## config.mk

```make
export PLATFORM = sky130hd
export DESIGN_NAME = set_assoc_cache
export DESIGN_NICKNAME = d
export VERILOG_FILES = /design/src/rtl/set_assoc_cache.sv
export SDC_FILE = /design/constraint.sdc
export NUM_CORES = 2
export LEC_CHECK = 0
export CAP_MARGIN = 25
export CORE_MARGIN = 3
export CORE_UTILIZATION = 44
export DETAILED_ROUTE_END_ITERATION = 8
export PLACE_DENSITY = 0.67
export SYNTH_ARGS = -nofsm -noshare
export SYNTH_HDL_FRONTEND = slang
export SYNTH_SLANG_ARGS = --single-unit
```

## constraint.sdc

```tcl
create_clock -name clk_i -period 7.2 [get_ports clk_i]
set_clock_uncertainty 0.1 [all_clocks]
set_input_delay 1.44 -clock clk_i [delete_from_list [all_inputs] [get_ports clk_i]]
set_output_delay 1.44 -clock clk_i [all_outputs]
set_load 0.005 [all_outputs]
```

## src/rtl/set_assoc_cache.sv

```systemverilog
`default_nettype none
// ============================================================================
//  Module   : set_assoc_cache
//  Purpose  : N-way set-associative, write-back / write-allocate cache with
//             true-LRU replacement, a valid/ready request channel and a
//             memory-side handshake for writebacks and fills.
//  Ports    : clk_i, reset_i               - clock, sync active-high reset
//             req_valid_i/req_ready_o      - request handshake
//             req_we_i/addr_i/data_i       - request fields
//             resp_valid_o/hit_o/data_o    - one-cycle response strobe
//             mem_req_valid_o/ready_i      - memory request handshake
//             mem_we_o/addr_o/wdata_o      - writeback / fill request fields
//             mem_resp_valid_i/rdata_i     - fill data return
//  Revision : 1.0 - initial release
// ============================================================================
module set_assoc_cache #(
    parameter int BLOCK_SIZE = 32,
    parameter int NUM_BLOCKS = 16,
    parameter int NUM_WAYS   = 4,
    parameter int ADDR_WIDTH = 32
) (
    input  logic                  clk_i,
    input  logic                  reset_i,
    input  logic                  req_valid_i,
    output logic                  req_ready_o,
    input  logic                  req_we_i,
    input  logic [ADDR_WIDTH-1:0] req_addr_i,
    input  logic [BLOCK_SIZE-1:0] req_data_i,
    output logic                  resp_valid_o,
    output logic                  resp_hit_o,
    output logic [BLOCK_SIZE-1:0] resp_data_o,
    output logic                  mem_req_valid_o,
    input  logic                  mem_req_ready_i,
    output logic                  mem_we_o,
    output logic [ADDR_WIDTH-1:0] mem_addr_o,
    output logic [BLOCK_SIZE-1:0] mem_wdata_o,
    input  logic                  mem_resp_valid_i,
    input  logic [BLOCK_SIZE-1:0] mem_rdata_i
);

    localparam int c_off_w  = $clog2(BLOCK_SIZE / 8);
    localparam int c_sets   = NUM_BLOCKS / NUM_WAYS;
    localparam int c_idx_w  = $clog2(c_sets);
    localparam int c_way_w  = $clog2(NUM_WAYS);
    localparam int c_tag_w  = ADDR_WIDTH - c_off_w - c_idx_w;
    localparam int c_line_w = c_idx_w + c_way_w;
    localparam logic [ADDR_WIDTH-1:0] c_blk_mask =
        ~((ADDR_WIDTH'(1) << c_off_w) - ADDR_WIDTH'(1));

    localparam logic [2:0] c_st_idle      = 3'd0;
    localparam logic [2:0] c_st_lookup    = 3'd1;
    localparam logic [2:0] c_st_wb_req    = 3'd2;
    localparam logic [2:0] c_st_fill_req  = 3'd3;
    localparam logic [2:0] c_st_fill_wait = 3'd4;
    localparam logic [2:0] c_st_resp      = 3'd5;

    logic [2:0]            r_state, w_state_nxt;
    logic                  r_we;
    logic [ADDR_WIDTH-1:0] r_addr;
    logic [BLOCK_SIZE-1:0] r_wdata, r_fill;
    logic [c_way_w-1:0]    r_victim;

    // Line storage is flattened as {set, way} so a line number is a simple concatenation.
    logic [NUM_BLOCKS-1:0] r_valid, r_dirty;
    logic [c_tag_w-1:0]    r_tag  [NUM_BLOCKS];
    logic [BLOCK_SIZE-1:0] r_data [NUM_BLOCKS];
    logic [c_way_w-1:0]    r_age  [NUM_BLOCKS];

    logic [c_idx_w-1:0]    w_idx;
    logic [c_tag_w-1:0]    w_tag;
    logic                  w_hit, w_inv_found, w_victim_dirty;
    logic [c_way_w-1:0]    w_hit_way, w_inv_way, w_lru_way, w_victim;
    logic                  w_accept, w_hit_wr, w_install, w_touch_en;
    logic [c_way_w-1:0]    w_touch_way, w_touch_age;
    logic [c_line_w-1:0]   w_hit_line, w_vic_line, w_touch_line;

    function automatic logic [c_line_w-1:0] f_line(input logic [c_idx_w-1:0] idx,
                                                    input logic [c_way_w-1:0] way);
        return {idx, way};
    endfunction

    assign w_idx = r_addr[c_off_w +: c_idx_w];
    assign w_tag = r_addr[ADDR_WIDTH-1 -: c_tag_w];

    // Tag compare and victim choice; the descending loop leaves the lowest matching way.
    always_comb begin
        w_hit       = 1'b0;
        w_hit_way   = '0;
        w_inv_found = 1'b0;
        w_inv_way   = '0;
        w_lru_way   = '0;
        for (int j = NUM_WAYS - 1; j >= 0; j--) begin
            if (r_valid[f_line(w_idx, c_way_w'(j))] &&
                r_tag[f_line(w_idx, c_way_w'(j))] == w_tag) begin
                w_hit     = 1'b1;
                w_hit_way = c_way_w'(j);
            end
            if (!r_valid[f_line(w_idx, c_way_w'(j))]) begin
                w_inv_found = 1'b1;
                w_inv_way   = c_way_w'(j);
            end
            if (r_age[f_line(w_idx, c_way_w'(j))] == c_way_w'(NUM_WAYS - 1)) begin
                w_lru_way = c_way_w'(j);
            end
        end
        w_victim = w_inv_found ? w_inv_way : w_lru_way;
    end

    assign w_hit_line     = f_line(w_idx, w_hit_way);
    assign w_vic_line     = f_line(w_idx, r_victim);
    assign w_victim_dirty = r_valid[f_line(w_idx, w_victim)] & r_dirty[f_line(w_idx, w_victim)];

    assign w_accept     = req_valid_i & req_ready_o;
    assign w_hit_wr     = !reset_i && r_state == c_st_lookup && w_hit && r_we;
    assign w_install    = !reset_i && r_state == c_st_resp;
    assign w_touch_en   = (r_state == c_st_lookup && w_hit) || r_state == c_st_resp;
    assign w_touch_way  = (r_state == c_st_resp) ? r_victim : w_hit_way;
    assign w_touch_line = f_line(w_idx, w_touch_way);
    assign w_touch_age  = r_age[w_touch_line];

    always_comb begin
        w_state_nxt = r_state;
        case (r_state)
            c_st_idle:      if (req_valid_i) w_state_nxt = c_st_lookup;
            c_st_lookup: begin
                if (w_hit)               w_state_nxt = c_st_idle;
                else if (w_victim_dirty) w_state_nxt = c_st_wb_req;
                else if (r_we)           w_state_nxt = c_st_resp;
                else                     w_state_nxt = c_st_fill_req;
            end
            c_st_wb_req:    if (mem_req_ready_i) w_state_nxt = r_we ? c_st_resp : c_st_fill_req;
            c_st_fill_req:  if (mem_req_ready_i) w_state_nxt = c_st_fill_wait;
            c_st_fill_wait: if (mem_resp_valid_i) w_state_nxt = c_st_resp;
            c_st_resp:      w_state_nxt = c_st_idle;
            default:        w_state_nxt = c_st_idle;
        endcase
    end

    // Every output is held low while reset is asserted, whatever the state.
    always_comb begin
        req_ready_o     = 1'b0;
        resp_valid_o    = 1'b0;
        resp_hit_o      = 1'b0;
        resp_data_o     = '0;
        mem_req_valid_o = 1'b0;
        mem_we_o        = 1'b0;
        mem_addr_o      = '0;
        mem_wdata_o     = '0;
        if (!reset_i) begin
            case (r_state)
                c_st_idle: req_ready_o = 1'b1;
                c_st_lookup: begin
                    if (w_hit) begin
                        resp_valid_o = 1'b1;
                        resp_hit_o   = 1'b1;
                        resp_data_o  = r_we ? r_wdata : r_data[w_hit_line];
                    end
                end
                c_st_wb_req: begin
                    mem_req_valid_o = 1'b1;
                    mem_we_o        = 1'b1;
                    mem_addr_o      = ADDR_WIDTH'({r_tag[w_vic_line], w_idx}) << c_off_w;
                    mem_wdata_o     = r_data[w_vic_line];
                end
                c_st_fill_req: begin
                    mem_req_valid_o = 1'b1;
                    mem_addr_o      = r_addr & c_blk_mask;
                end
                c_st_resp: begin
                    resp_valid_o = 1'b1;
                    resp_data_o  = r_we ? r_wdata : r_fill;
                end
                default: ;
            endcase
        end
    end

    // Control state: FSM, valid/dirty bits and LRU ages.
    always_ff @(posedge clk_i) begin
        if (reset_i) begin
            r_state <= c_st_idle;
            r_valid <= '0;
            r_dirty <= '0;
            for (int l = 0; l < NUM_BLOCKS; l++) begin
                r_age[l] <= c_way_w'(l % NUM_WAYS);
            end
        end else begin
            r_state <= w_state_nxt;
            if (w_hit_wr) begin
                r_dirty[w_hit_line] <= 1'b1;
            end
            if (w_install) begin
                r_valid[w_vic_line] <= 1'b1;
                r_dirty[w_vic_line] <= r_we;
            end
            // Ways younger than the touched one age by one; the touched way becomes youngest.
            if (w_touch_en) begin
                for (int j = 0; j < NUM_WAYS; j++) begin
                    if (r_age[f_line(w_idx, c_way_w'(j))] < w_touch_age) begin
                        r_age[f_line(w_idx, c_way_w'(j))] <=
                            r_age[f_line(w_idx, c_way_w'(j))] + c_way_w'(1);
                    end
                end
                r_age[w_touch_line] <= '0;
            end
        end
    end

    // Datapath: request latch, fill capture, tag and data arrays (no reset needed).
    always_ff @(posedge clk_i) begin
        if (w_accept) begin
            r_we    <= req_we_i;
            r_addr  <= req_addr_i;
            r_wdata <= req_data_i;
        end
        if (r_state == c_st_lookup) begin
            r_victim <= w_victim;
        end
        if (r_state == c_st_fill_wait && mem_resp_valid_i) begin
            r_fill <= mem_rdata_i;
        end
        if (w_hit_wr) begin
            r_data[w_hit_line] <= r_wdata;
        end
        if (w_install) begin
            r_data[w_vic_line] <= r_we ? r_wdata : r_fill;
            r_tag[w_vic_line]  <= w_tag;
        end
    end

endmodule
`default_nettype wire
```

## Yosys cells after proc, flatten, opt, wreduce, memory -nomap -nowiden

Memory sizes are Yosys's and may differ from the RTL's. A register that Yosys moved wholly into a read port is not among the register bits.
Index checks and enable logic that the tools add are counted.

| word-level totals | value |
|---|---|
| bits in registers | 134 |
| bits in writable memories | 992 |
| input port bits | 102 |
| output and inout port bits | 101 |
| word-level logic and storage cells | 193 |
| memories kept | 3 |

| cells by class | value |
|---|---|
| add/subtract/negate cells | 4 |
| $lt $le $gt $ge | 13 |
| eq/ne operators | 17 |
| muxes and demuxes | 121 |
| bitwise logic cells | 4 |
| reduce and logical (&&, ||, !) cells | 23 |

Memories:

| name | words | width | read ports | clocked after memory_dff | wr ports | line | source |
|---|---|---|---|---|---|---|---|
| r_data | 16 | 32 | 2 | 0 | 1 | 66 | `logic [BLOCK_SIZE-1:0] r_data [NUM_BLOCKS];` |
| r_tag | 16 | 28 | 5 | 4 | 1 | 65 | `logic [c_tag_w-1:0] r_tag [NUM_BLOCKS];` |
| r_age | 16 | 2 | 5 | 4 | 16 | 67 | `logic [c_way_w-1:0] r_age [NUM_BLOCKS];` |

Operators by type and width:

| operator | count |
|---|---|
| 32-bit two-way mux | 8 |
| 32-bit one-hot mux with 2 select lines | 2 |
| 28-bit == test | 4 |
| 1-bit two-way mux | 57 |
| 4-bit two-way mux | 14 |
| 16-bit two-way mux | 3 |
| 2-bit two-way mux | 19 |
| 4-bit by 5-bit < comparator with 1-bit output (second input constant) | 7 |
| 16-bit bitwise OR | 2 |
| 32-bit OR reduction | 1 |
| 3-bit two-way mux | 7 |
| 16-bit bitwise mux | 1 |
| 3-bit one-hot mux with 5 select lines | 1 |
| 1-bit logical AND | 12 |
| 2-bit OR reduction | 6 |
| 2-bit by 1-bit adder with 2-bit output (second input constant) | 4 |
| 1-bit binary-select mux with 2-bit select | 4 |
| 1-bit binary-select mux with 4-bit select | 2 |
| 1-bit demux with 4-bit select | 2 |
| 2-bit == test (second input constant) | 4 |
| 4-bit by 1-bit >= comparator with 1-bit output (second input constant) | 2 |
| 2-bit < comparator | 4 |
| 2-bit != test (second input constant) | 4 |
| 3-bit by 2-bit == test with 1-bit output (second input constant) | 2 |
| 8 further kinds | 10 |

## Longest topological paths before layout

| depth | value |
|---|---|
| depth in word-level cells | 16 |
| mapped depth | 24 |
| gate-level depth less buffers | 16 |

## Worst setup path before layout

No wires, ideal clock.

| timing | value |
|---|---|
| kind | register to output |
| start | register with a tool-made name |
| end | output resp_data_o[24] |
| arrival | 4417 ps |
| path slack | 1243 ps |
| stages on the path, launching flop included | 24 |
| buffers on the path | 11 |
| cells stage by stage | dfxtp_1 buf_6 buf_6 buf_6 buf_6 buf_4 buf_6 buf_2 mux4_2 xnor2_1 nand4_1 nor4_1 nand3_1 a21oi_1 buf_2 clkbuf_1 buf_2 buf_2 a211oi_1 a211oi_1 nor3_1 a21oi_1 nand2_1 a221oi_1 |

RTL lines:

| item | line | source |
|---|---|---|
| to (decl) | 31 | `output logic [BLOCK_SIZE-1:0] resp_data_o,` |

==> results.sh <==
export IMPL_status="finished with violations"
export IMPL_violations="setup timing"
export IMPL_drc=0
export IMPL_synthCells=3471
export IMPL_critPathMaxStageDelay_ns=0.56
export IMPL_async_flop_share_pct=0
export IMPL_place_ws_ns=0.1635
export IMPL_wl_per_cell_um=30.97
export IMPL_viasPerCell=6.459
export IMPL_synth_simple_area_share_pct=5.631
export IMPL_crit_type="register to output pin"
export IMPL_path_common_cell="buf_4"
export IMPL_dr_first_iter_drc_count=5003
export IMPL_cts_buffers=116
export IMPL_diodes=0
export IMPL_die_area_um2=128200
export IMPL_rsz0062_at_grt="yes"
export IMPL_initial_core_util_pct=44.58
export IMPL_finalNonFillerCells=5582
export IMPL_layout_cells_most_common_list="edfxtp_1 (1057), mux4_2 (415), mux2i_1 (281)"
export IMPL_cp_data_required_time_ns=5.66
export IMPL_drtAntennaViolNets=0
export IMPL_portBuffers=198
export IMPL_synth_mux_area_share_pct=22.83
export IMPL_multi_input_area_um2=20910
export IMPL_critPathBufInv=8
export IMPL_relSlewSlack_pct=29.26
export IMPL_track_usage_pct=26.57
export IMPL_synthAdderAreaFrac_pct=0.1514
export IMPL_area_growth_pct=20.36
export IMPL_chipWidth_um=358.1
export IMPL_clockBufferDepth=3
export IMPL_path_cells="buf_12 -> buf_16 -> buf_12 -> mux2i_2 -> o22ai_1 -> o21ai_1 -> nand4_1 -> nor4b_4 -> nand3_4 -> a21oi_4 -> buf_4 -> clkbuf_16 -> buf_4 -> buf_4 -> mux2i_1 -> a211oi_1 -> a311oi_1 -> a21oi_1 -> nand2_1 -> a221oi_2 -> clkdlybuf4s50_1"
export IMPL_finalSetupTns_ns=-0.2636
export IMPL_fmax_mhz=136.8
export IMPL_final_setup_worst_slack_ns=-0.1112
export IMPL_final_hold_viol_count=0
export IMPL_max_vdd_ir_drop_mv=0.3048
export IMPL_ios=203
export IMPL_yosys_warnings=0
export IMPL_clock_sinks=1126
export IMPL_placed_area_um2=60070
export IMPL_insertion_delay_ns=0.73
export IMPL_drt_pre_antenna_iters=7
export IMPL_gp_congestion=1.025
export IMPL_antenna_found_initial=3
export IMPL_crit_path_top_delay_cell="clkdlybuf4s50_1"
export IMPL_syn_cell_area_um2=54550
export IMPL_synth_compound_area_share_pct=6.534
export IMPL_grt_overflow=0
export IMPL_power_leakage_uw=0.02136
export IMPL_worstMarginPinSlew_ns=1.054
export IMPL_crit_path_start_kind="register"
export IMPL_cts_root_buf="clkbuf_16"
export IMPL_hpwl_um=106700
export IMPL_nets=3974
export IMPL_synth_distinct_cells=86
export IMPL_yosysSeqAreaShare_pct=60.72
export IMPL_finalSetupViolCount=5
export IMPL_finalCriticalPeriod_ns=7.311
export IMPL_synthFlopType="edfxtp_1"
export IMPL_drv_cap=0
export IMPL_rows=128
export IMPL_grt_pass1_wl_um=247000
export IMPL_htreeDepth=3
export IMPL_grt_max_degree=107
export IMPL_cts_tree="yes"
export IMPL_layout_commonest_cell="edfxtp_1"
export IMPL_min_period_over_period_pct=101.5
export IMPL_seq_area_um2=33130
export IMPL_synth_seq_cells=1126
export IMPL_fp_dieH_um=358.1
export IMPL_cp_top_family="buffers and inverters"
export IMPL_hp_class="register to register"
export IMPL_power_density_nw_per_um2=277.5
export IMPL_synth_area_per_cell_um2=15.72
export IMPL_stdcell_area_um2=65660
export IMPL_fillCellCount=9769
export IMPL_wl_um=172900
export IMPL_synthXorXnorAreaFrac_pct=1.461
export IMPL_final_max_slew_violation_count=0
export IMPL_layout_drive_gt1_share_pct=27.67
export IMPL_postCtsHoldBufs=0
export IMPL_core_area_um2=122400
export IMPL_synth_edff_count=1057
export IMPL_worst_path_max_fanout=12
export IMPL_synth_top_family_by_area="multiplexers"
export IMPL_dpl_cell_count=5290
export IMPL_path_clk_slew_ns=0.06
export IMPL_crit_arrival_ns=5.77
export IMPL_grt_pass1_vias=35540
export IMPL_crit_path_end_kind="output pin"
export IMPL_num_vias=36060
per-stage QoR:
stage	util, %	total power, µW	hold WS [ns]
after global routing	53.66	18790	0.3841
after detailed placement	49.09	11890	0.3519
after global placement	49.07	11860	0.3427
after floorplan	-	10480	0.3348
after CTS	52.89	18050	0.3661
final	53.66	18220	0.3667
sequential cells by signal (all words and copies together), names as in the netlist, 2 cells and up, named ones only:
register and count:
r_victim 2, r_state 3, r_age 32, r_dirty 16
r_fill 32, r_data 512, r_valid 16, r_tag 448
r_addr 30, r_wdata 32
final cells by class:
type	instances	share of cell area (%)
sequential	1126	50.46
multi-input combinational	2022	31.84
timing repair buffer	536	8.444
clock buffer	141	4.564
tap	1625	3.097
clock inverter	66	1.204
inverter	66	0.3887
repair_timing:
action                     in CTS  in global routing
cloned                          7                  5
setup buffers                  26                 43
resized for setup              93                 87
pin swaps                      14                 12
setup endpoints to repair      33                 30
power by group:
| group | internal [µW] | leakage [µW] | switching [µW] | total (µW) |
|---|---|---|---|---|
| Clock | 3460 | 0.00182 | 2580 | 6040 |
| Sequential | 7410 | 0.0101 | 165 | 7580 |
| Combinational | 2150 | 0.00947 | 2460 | 4600 |
| Total | 13000 | 0.0214 | 5200 | 18200 |
worst reg2reg max path, cell delays in order (launching register included):
cell,delay (ns)
dfxtp_4,0.39
buf_12,0.16
buf_4,0.14
mux4_2,0.52
xnor2_2,0.26
o21ai_0,0.18
or4_1,0.41
or3_1,0.42
a2111oi_4,0.26
buf_4,0.21
buf_4,0.17
nor3_1,0.11
nor3_2,0.19
buf_4,0.22
nand2_1,0.15
buf_4,0.21
o21ai_0,0.32
nand2_1,0.33
nor2_4,0.63
buf_12,0.26
worst paths after layout:
path / cells past startpoint / slack, ns / start / end
min reg2reg: 1 / 0.37 / r_valid[11]$_SDFFE_PP0P_ / r_valid[11]$_SDFFE_PP0P_
min: 1 / 0.37 / r_valid[11]$_SDFFE_PP0P_ / r_valid[11]$_SDFFE_PP0P_
max reg2reg: 19 / 1.20 / register / r_data[4][3]$_DFFE_PP_
max: 21 / -0.11 / register / resp_data_o[5]
cell families (layout without fill, tap and decap cells):
kind of cell               Yosys count  after routing
other                                1              2
muxes                              724            724
DFF                               1126           1126
adders and majority gates            7              7
and+or+nand+nor                    639            640
xor gates and xnor gates            91             91
buffers and inverters              325            809
AOI/OAI and AO/OA                  558            558
cells in the mapped netlist, types with 42 or more instances:
| cell | n | area, µm² |
|---|---|---|
| o21ai_0 | 124 | 620.6 |
| edfxtp_1 | 1057 | 31740 |
| nand2_1 | 231 | 867.1 |
| clkbuf_1 | 162 | 608.1 |
| nand2b_1 | 63 | 394.1 |
| inv_1 | 63 | 236.5 |
| xnor2_1 | 77 | 674.4 |
| mux2i_1 | 295 | 2953 |
| a21oi_1 | 173 | 865.8 |
| mux4_2 | 415 | 9346 |
| nor2_1 | 145 | 544.3 |
| o22ai_1 | 42 | 262.8 |
| dfxtp_1 | 69 | 1381 |
metal layers:
layer,GRT usage (%),part of all wire (%),wire (µm)
met3,5.422,11,18620
met4,8.940,3.7,6440
met1,35.83,37,64610
met5,0,0.0075,13
met2,43.27,48,83180
Power figures use the tool's default switching activity.
